## config.mk

```make
export PLATFORM = sky130hd
export DESIGN_NAME = sid_stream_decoder
export DESIGN_NICKNAME = d
export VERILOG_FILES = /design/src/rtl/sid_stream_decoder.sv
export SDC_FILE = /design/constraint.sdc
export NUM_CORES = 1
export LEC_CHECK = 0
export CAP_MARGIN = 10
export CORE_MARGIN = 5
export CORE_UTILIZATION = 58
export DETAILED_ROUTE_END_ITERATION = 6
export PLACE_DENSITY_LB_ADDON = 0.08
export SYNTH_ARGS = -nofsm -noshare
export SYNTH_HDL_FRONTEND = slang
export SYNTH_SLANG_ARGS = --single-unit
```

## constraint.sdc

```tcl
create_clock -name clk -period 4.45 [get_ports clk]
set_clock_uncertainty 0.2 [all_clocks]
set_input_delay 1.335 -clock clk [delete_from_list [all_inputs] [get_ports clk]]
set_output_delay 1.335 -clock clk [all_outputs]
set_load 0.02 [all_outputs]
```

## src/rtl/sid_stream_decoder.sv

```systemverilog
// sid_stream_decoder: host byte stream to multi-SID register writes.
// Decoded writes and host-timed delays are queued in a FIFO and released
// one per 1 MHz tick (i_clk_en), so playback timing follows the stream.
// Optional feature macro: SID_STREAM_DELAY_EN (DELAY commands honoured).
// Ports:
//   clk, rst            24 MHz clock, synchronous active-high reset
//   i_clk_en            1 MHz tick, one clk wide
//   i_data/i_valid      stream byte in; o_ready accepts it
//   o_addr/o_data/o_we  registered SID write, o_we one-hot per chip
//   o_level             FIFO occupancy
//   o_busy              FIFO non-empty or delay running
module sid_stream_decoder #(
    parameter int NUM_SID    = 2,
    parameter int FIFO_DEPTH = 16
) (
    input  logic                          clk,
    input  logic                          rst,
    input  logic                          i_clk_en,
    input  logic [7:0]                    i_data,
    input  logic                          i_valid,
    output logic                          o_ready,
    output logic [4:0]                    o_addr,
    output logic [7:0]                    o_data,
    output logic [NUM_SID-1:0]            o_we,
    output logic [$clog2(FIFO_DEPTH):0]   o_level,
    output logic                          o_busy
);

    localparam int PW = $clog2(FIFO_DEPTH);
    localparam int LW = PW + 1;
    // Entry: [15:13] bank, [12:8] addr, [7:0] data; [16] marks a DELAY
    // whose count sits in [4:0].
`ifdef SID_STREAM_DELAY_EN
    localparam int EW = 17;
`else
    localparam int EW = 16;
`endif

    logic [EW-1:0]      mem_q [FIFO_DEPTH];
    logic [PW-1:0]      wr_ptr_q, wr_ptr_d;
    logic [PW-1:0]      rd_ptr_q, rd_ptr_d;
    logic [LW-1:0]      level_q, level_d;
    logic [2:0]         bank_q, bank_d;
    logic [4:0]         addr_q, addr_d;
    logic [7:0]         data_q, data_d;
    logic [4:0]         out_addr_q, out_addr_d;
    logic [7:0]         out_data_q, out_data_d;
    logic [NUM_SID-1:0] we_q, we_d;
    logic               busy_q, busy_d;
    logic               accept, push, pop, wr_pop;
    logic [EW-1:0]      push_entry, head;
`ifdef SID_STREAM_DELAY_EN
    logic [4:0]         dly_q, dly_d;
`endif

    // Ready is gated for every byte type, so a full FIFO stalls the stream.
    assign o_ready = !rst && (level_q != LW'(FIFO_DEPTH));
    assign accept  = i_valid && o_ready;
    assign head    = mem_q[rd_ptr_q];

    // Byte decode and latch update.
    always_comb begin
        bank_d     = bank_q;
        addr_d     = addr_q;
        data_d     = data_q;
        push       = 1'b0;
        push_entry = '0;
        if (accept) begin
            if (i_data[7]) begin
                addr_d = i_data[6:2];
                data_d = {i_data[1:0], data_q[5:0]};
            end else if (!i_data[6]) begin
                data_d = {data_q[7:6], i_data[5:0]};
                push   = 1'b1;
                push_entry[15:0] = {bank_q, addr_q, data_d};
            end else if (i_data[5]) begin
`ifdef SID_STREAM_DELAY_EN
                push            = 1'b1;
                push_entry[16]  = 1'b1;
                push_entry[4:0] = i_data[4:0];
`else
                push = 1'b0;
`endif
            end else if (i_data[4:3] == 2'b00) begin
                if (int'(i_data[2:0]) < NUM_SID) begin
                    bank_d = i_data[2:0];
                end
            end
        end
    end

    // Pop engine. Pop decisions use the registered level, so an entry
    // pushed on this edge can never be popped on the same edge.
    always_comb begin
        pop        = 1'b0;
        wr_pop     = 1'b0;
        we_d       = '0;
        out_addr_d = out_addr_q;
        out_data_d = out_data_q;
`ifdef SID_STREAM_DELAY_EN
        dly_d = dly_q;
        if (i_clk_en) begin
            if (dly_q != 5'd0) begin
                dly_d = dly_q - 5'd1;
            end else if (level_q != '0) begin
                pop = 1'b1;
                if (head[16]) begin
                    dly_d = head[4:0];
                end else begin
                    wr_pop = 1'b1;
                end
            end
        end
`else
        if (i_clk_en && (level_q != '0)) begin
            pop    = 1'b1;
            wr_pop = 1'b1;
        end
`endif
        if (wr_pop) begin
            out_addr_d = head[12:8];
            out_data_d = head[7:0];
            for (int i = 0; i < NUM_SID; i++) begin
                if (head[15:13] == 3'(i)) begin
                    we_d[i] = 1'b1;
                end
            end
        end
    end

    // Pointers and occupancy.
    always_comb begin
        wr_ptr_d = wr_ptr_q + PW'(push);
        rd_ptr_d = rd_ptr_q + PW'(pop);
        level_d  = level_q;
        if (push && !pop) begin
            level_d = level_q + LW'(1);
        end else if (pop && !push) begin
            level_d = level_q - LW'(1);
        end
        busy_d = (level_d != '0);
`ifdef SID_STREAM_DELAY_EN
        if (dly_d != 5'd0) begin
            busy_d = 1'b1;
        end
`endif
    end

    always_ff @(posedge clk) begin
        if (rst) begin
            wr_ptr_q   <= '0;
            rd_ptr_q   <= '0;
            level_q    <= '0;
            bank_q     <= '0;
            addr_q     <= '0;
            data_q     <= '0;
            out_addr_q <= '0;
            out_data_q <= '0;
            we_q       <= '0;
            busy_q     <= 1'b0;
`ifdef SID_STREAM_DELAY_EN
            dly_q      <= '0;
`endif
        end else begin
            wr_ptr_q   <= wr_ptr_d;
            rd_ptr_q   <= rd_ptr_d;
            level_q    <= level_d;
            bank_q     <= bank_d;
            addr_q     <= addr_d;
            data_q     <= data_d;
            out_addr_q <= out_addr_d;
            out_data_q <= out_data_d;
            we_q       <= we_d;
            busy_q     <= busy_d;
`ifdef SID_STREAM_DELAY_EN
            dly_q      <= dly_d;
`endif
        end
    end

    // Storage needs no reset; push is blocked while rst is high.
    always_ff @(posedge clk) begin
        if (push) begin
            mem_q[wr_ptr_q] <= push_entry;
        end
    end

    assign o_addr  = out_addr_q;
    assign o_data  = out_data_q;
    assign o_we    = we_q;
    assign o_level = level_q;
    assign o_busy  = busy_q;

endmodule

```

==> results of run 1 <==
==> cell type report <==
type	count	area share (%)
Tap cell	265	2.52
Sequential cell	295	64.5
Multi-Input combinational cell	281	20.9
Inverter	6	0.171
Clock buffer	37	6.07
Clock inverter	18	0.828
Timing Repair Buffer	68	4.99
==> worst reg2reg max path: cells and delay by family, from the launching register on <==
family	cells	cell delay [ns]
simple gates	2	0.84
fa+ha+maj	1	0.18
flops	1	0.39
buf+inv	2	0.53
compound gates	2	0.25
xor+xnor	1	0.19
==> kinds of logic (layout without fill, tap and decap cells) <==
| logic type | after synthesis | count (layout) | synth area share (%) |
|---|---|---|---|
| AO/OA/AOI/OAI | 76 | 76 | 4.41 |
| XOR/XNOR | 8 | 8 | 0.617 |
| flip-flops | 295 | 295 | 74.6 |
| adder cells (fa/ha/maj) | 7 | 7 | 0.771 |
| buffers and inverters | 37 | 129 | 1.67 |
| AND/OR/NAND/NOR | 123 | 123 | 5.79 |
| multiplexers | 67 | 67 | 12.2 |
==> state kept, by name (all words and copies together) (netlist names) <==
name,cells
o_we,2
mem_q,256
bank_q,3
o_busy,1
o_level,5
o_data,8
wr_ptr_q,4
rd_ptr_q,4
addr_q,5
data_q,2
o_addr,5
==> path summary, 6_finish.rpt <==
path	endpoint	slack [ns]
setup / recovery	o_ready	0.36
hold / removal	bank_q[1]	0.25
setup reg to reg	o_busy	1.72
hold reg to reg	bank_q[1]	0.25
==> through the flow <==
stage | power [W] | setup slack (ns)
finish | 0.00661 | 0.364
global route | 0.00690 | 0.327
CTS | 0.00668 | 0.356
detailed placement | 0.00439 | 0.367
global placement | 0.00438 | 0.338
floorplan | 0.00407 | 0.278
==> cell usage in the layout, fill, tap and decap left out, types with 6 or more instances in the layout <==
master,instances
a21oi_1,30
a22oi_1,26
and2_1,20
buf_4,30
clkbuf_1,6
clkbuf_16,31
clkdlybuf4s50_1,33
clkinv_2,11
dfxtp_1,37
edfxtp_1,256
ha_1,7
inv_1,6
mux2i_1,10
mux4_2,57
nor2_1,45
nor2_2,12
nor2b_1,7
nor3_1,9
xnor2_1,6
==> metal layers <==
layer | track usage [%] | wire (um) | vias to the layer above
met3 | 4.48 | 1530 | 39
met5 | 0 | 0 | -
li1 | - | - | 2596
met2 | 36.6 | 12100 | 211
met1 | 31.5 | 10100 | 3076
met4 | 6.13 | 509 | 0
==> power by group <==
| group | total, W | leakage (nW) | internal [W] | switching, W |
|---|---|---|---|---|
| logic | 0.00115 | 1.12 | 0.000571 | 0.000577 |
| clock network | 0.00230 | 0.454 | 0.00132 | 0.000975 |
| registers | 0.00317 | 2.81 | 0.00305 | 0.000117 |
| total | 0.00661 | 4.38 | 0.00494 | 0.00167 |
==> results.json, run 1 <==
{
  "synth_ff_type": "edfxtp_1",
  "worst_slew_pin_slew_ns": 0.875,
  "yosysUniqueCellTypes": 42,
  "multi_input_area_sq_um": 2750,
  "min_from": "bank_q[1]",
  "ios": 34,
  "fin_tns_setup_ns": 0,
  "crit_cells": 3,
  "async_reset_ff_share_pct": 0,
  "gp_congestion": 0.848,
  "hpwlAfterDp_um": 15200,
  "fillCellCount": 1307,
  "postCtsSetupBuffers": 0,
  "cts_buffers": 30,
  "netlist_instances": 613,
  "clk_pin_slew_ns": 0.06,
  "crit_arrival_ns": 2.55,
  "synth_common_cells": "edfxtp_1 (256), mux4_2 (57), nor2_1 (57)",
  "clock-sinks": 295,
  "antenna_cells": 0,
  "grt_pass1_vias": 6221,
  "placed_cell_area_sq_um": 12200,
  "antenna_found_initial": 0,
  "ctsResizeCount": 0,
  "layout_min_cycle_time_ns": 4.09,
  "cp-end-kind": "output pin",
  "ctsHoldBuffers": 0,
  "cp-startpoint": "rst",
  "setup_violations": 0,
  "ys_warn_count": 0,
  "whs_path_depth": 1,
  "wirelength_um": 24200,
  "criticalPathCategory": "in -> out",
  "rsz0062_at_grt": "false",
  "powerDensity_nw_per_um2": 503,
  "clock_path_buffers": 3,
  "syn_nets": 632,
  "ff2ff_path_depth": 8,
  "crit_family": "buffers and inverters",
  "wl_per_cell_um": 25.0,
  "netlist.area_leader.share_pct": 67.7,
  "ys_seq_area_share_pct": 74.6,
  "cap_violations": 0,
  "fin_crit_sh_pct": 91.8,
  "regArea_sq_um": 8470,
  "die_area_sq_um": 22500,
  "synth-seq-cells": 295,
  "final_cells": 970,
  "final_util_pct": 67.8,
  "cts_tree": "built",
  "path_max_fanout": 3,
  "drive_gt1_share_pct": 23.0,
  "path_buf_inv": 2,
  "maxSlewViolCount": 0,
  "yosysTopAreaCell": "edfxtp_1",
  "chipWidth_um": 150,
  "grt_overflow_total": 0,
  "core-area_sq_um": 19400,
  "synth_area_leaders": "edfxtp_1 (68%), mux4_2 (11%), dfxtp_1 (6.9%), nor2_1 (1.9%), a22oi_1 (1.7%)",
  "area_growth_pct": 15.7,
  "hold_viol": 0,
  "vias": 5922,
  "synth-edff-count": 256,
  "dp_cells": 915,
  "ant_nets": 0,
  "syn_area_sq_um": 11400,
  "htree_levels": 1,
  "grt_pass1_wl_um": 37200,
  "holdWs_ns": 0.252,
  "design_area_sq_um": 13100,
  "clock_latency_ns": 0.54,
  "avgSynthCellArea_sq_um": 18.5,
  "layout.nets": 701,
  "hp-class": "reg -> reg",
  "dr.pass1.iters": 5,
  "die_height_um": 150,
  "r2r_start": "o_level[0]",
  "avgViaCountPerCell": 6.11,
  "path_cells": "clkdlybuf4s50_1, nor2_1, clkdlybuf4s50_1",
  "grt_use_total_pct": 22.4,
  "cts-root-buf": "clkbuf_16",
  "crit_path_start_kind": "input port",
  "outcome": "finished, final reports clean",
  "rows": 51,
  "grt_max_degree": 40,
  "port-buffer-count": 33,
  "ir_drop_uv": 409,
  "p_leak_nw": 4.38,
  "crit_top_cell": "clkdlybuf4s50_1",
  "slew_headroom_pct": 41.4,
  "dr.first_iter.drc_count": 518,
  "fmaxAchievable_ghz": 0.245,
  "initial_core_util_pct": 58.6,
  "yosysMostFrequentCell": "edfxtp_1",
  "required_ns": 2.91,
  "crit_slowest_cell": "clkdlybuf4s50_1",
  "critPathMaxStageDelay_ns": 0.63,
  "drc": 0
}
No activity file was read; power rests on OpenSTA's default activity.
==> inputs of run 2 (changes only) <==
Settings changed: ABC_CLOCK_PERIOD_IN_PS set to 4450, CAP_MARGIN 10 to 15.
==> results of run 2 <==
Same layout as run 1: the final DEF is identical, and so are final timing and power.
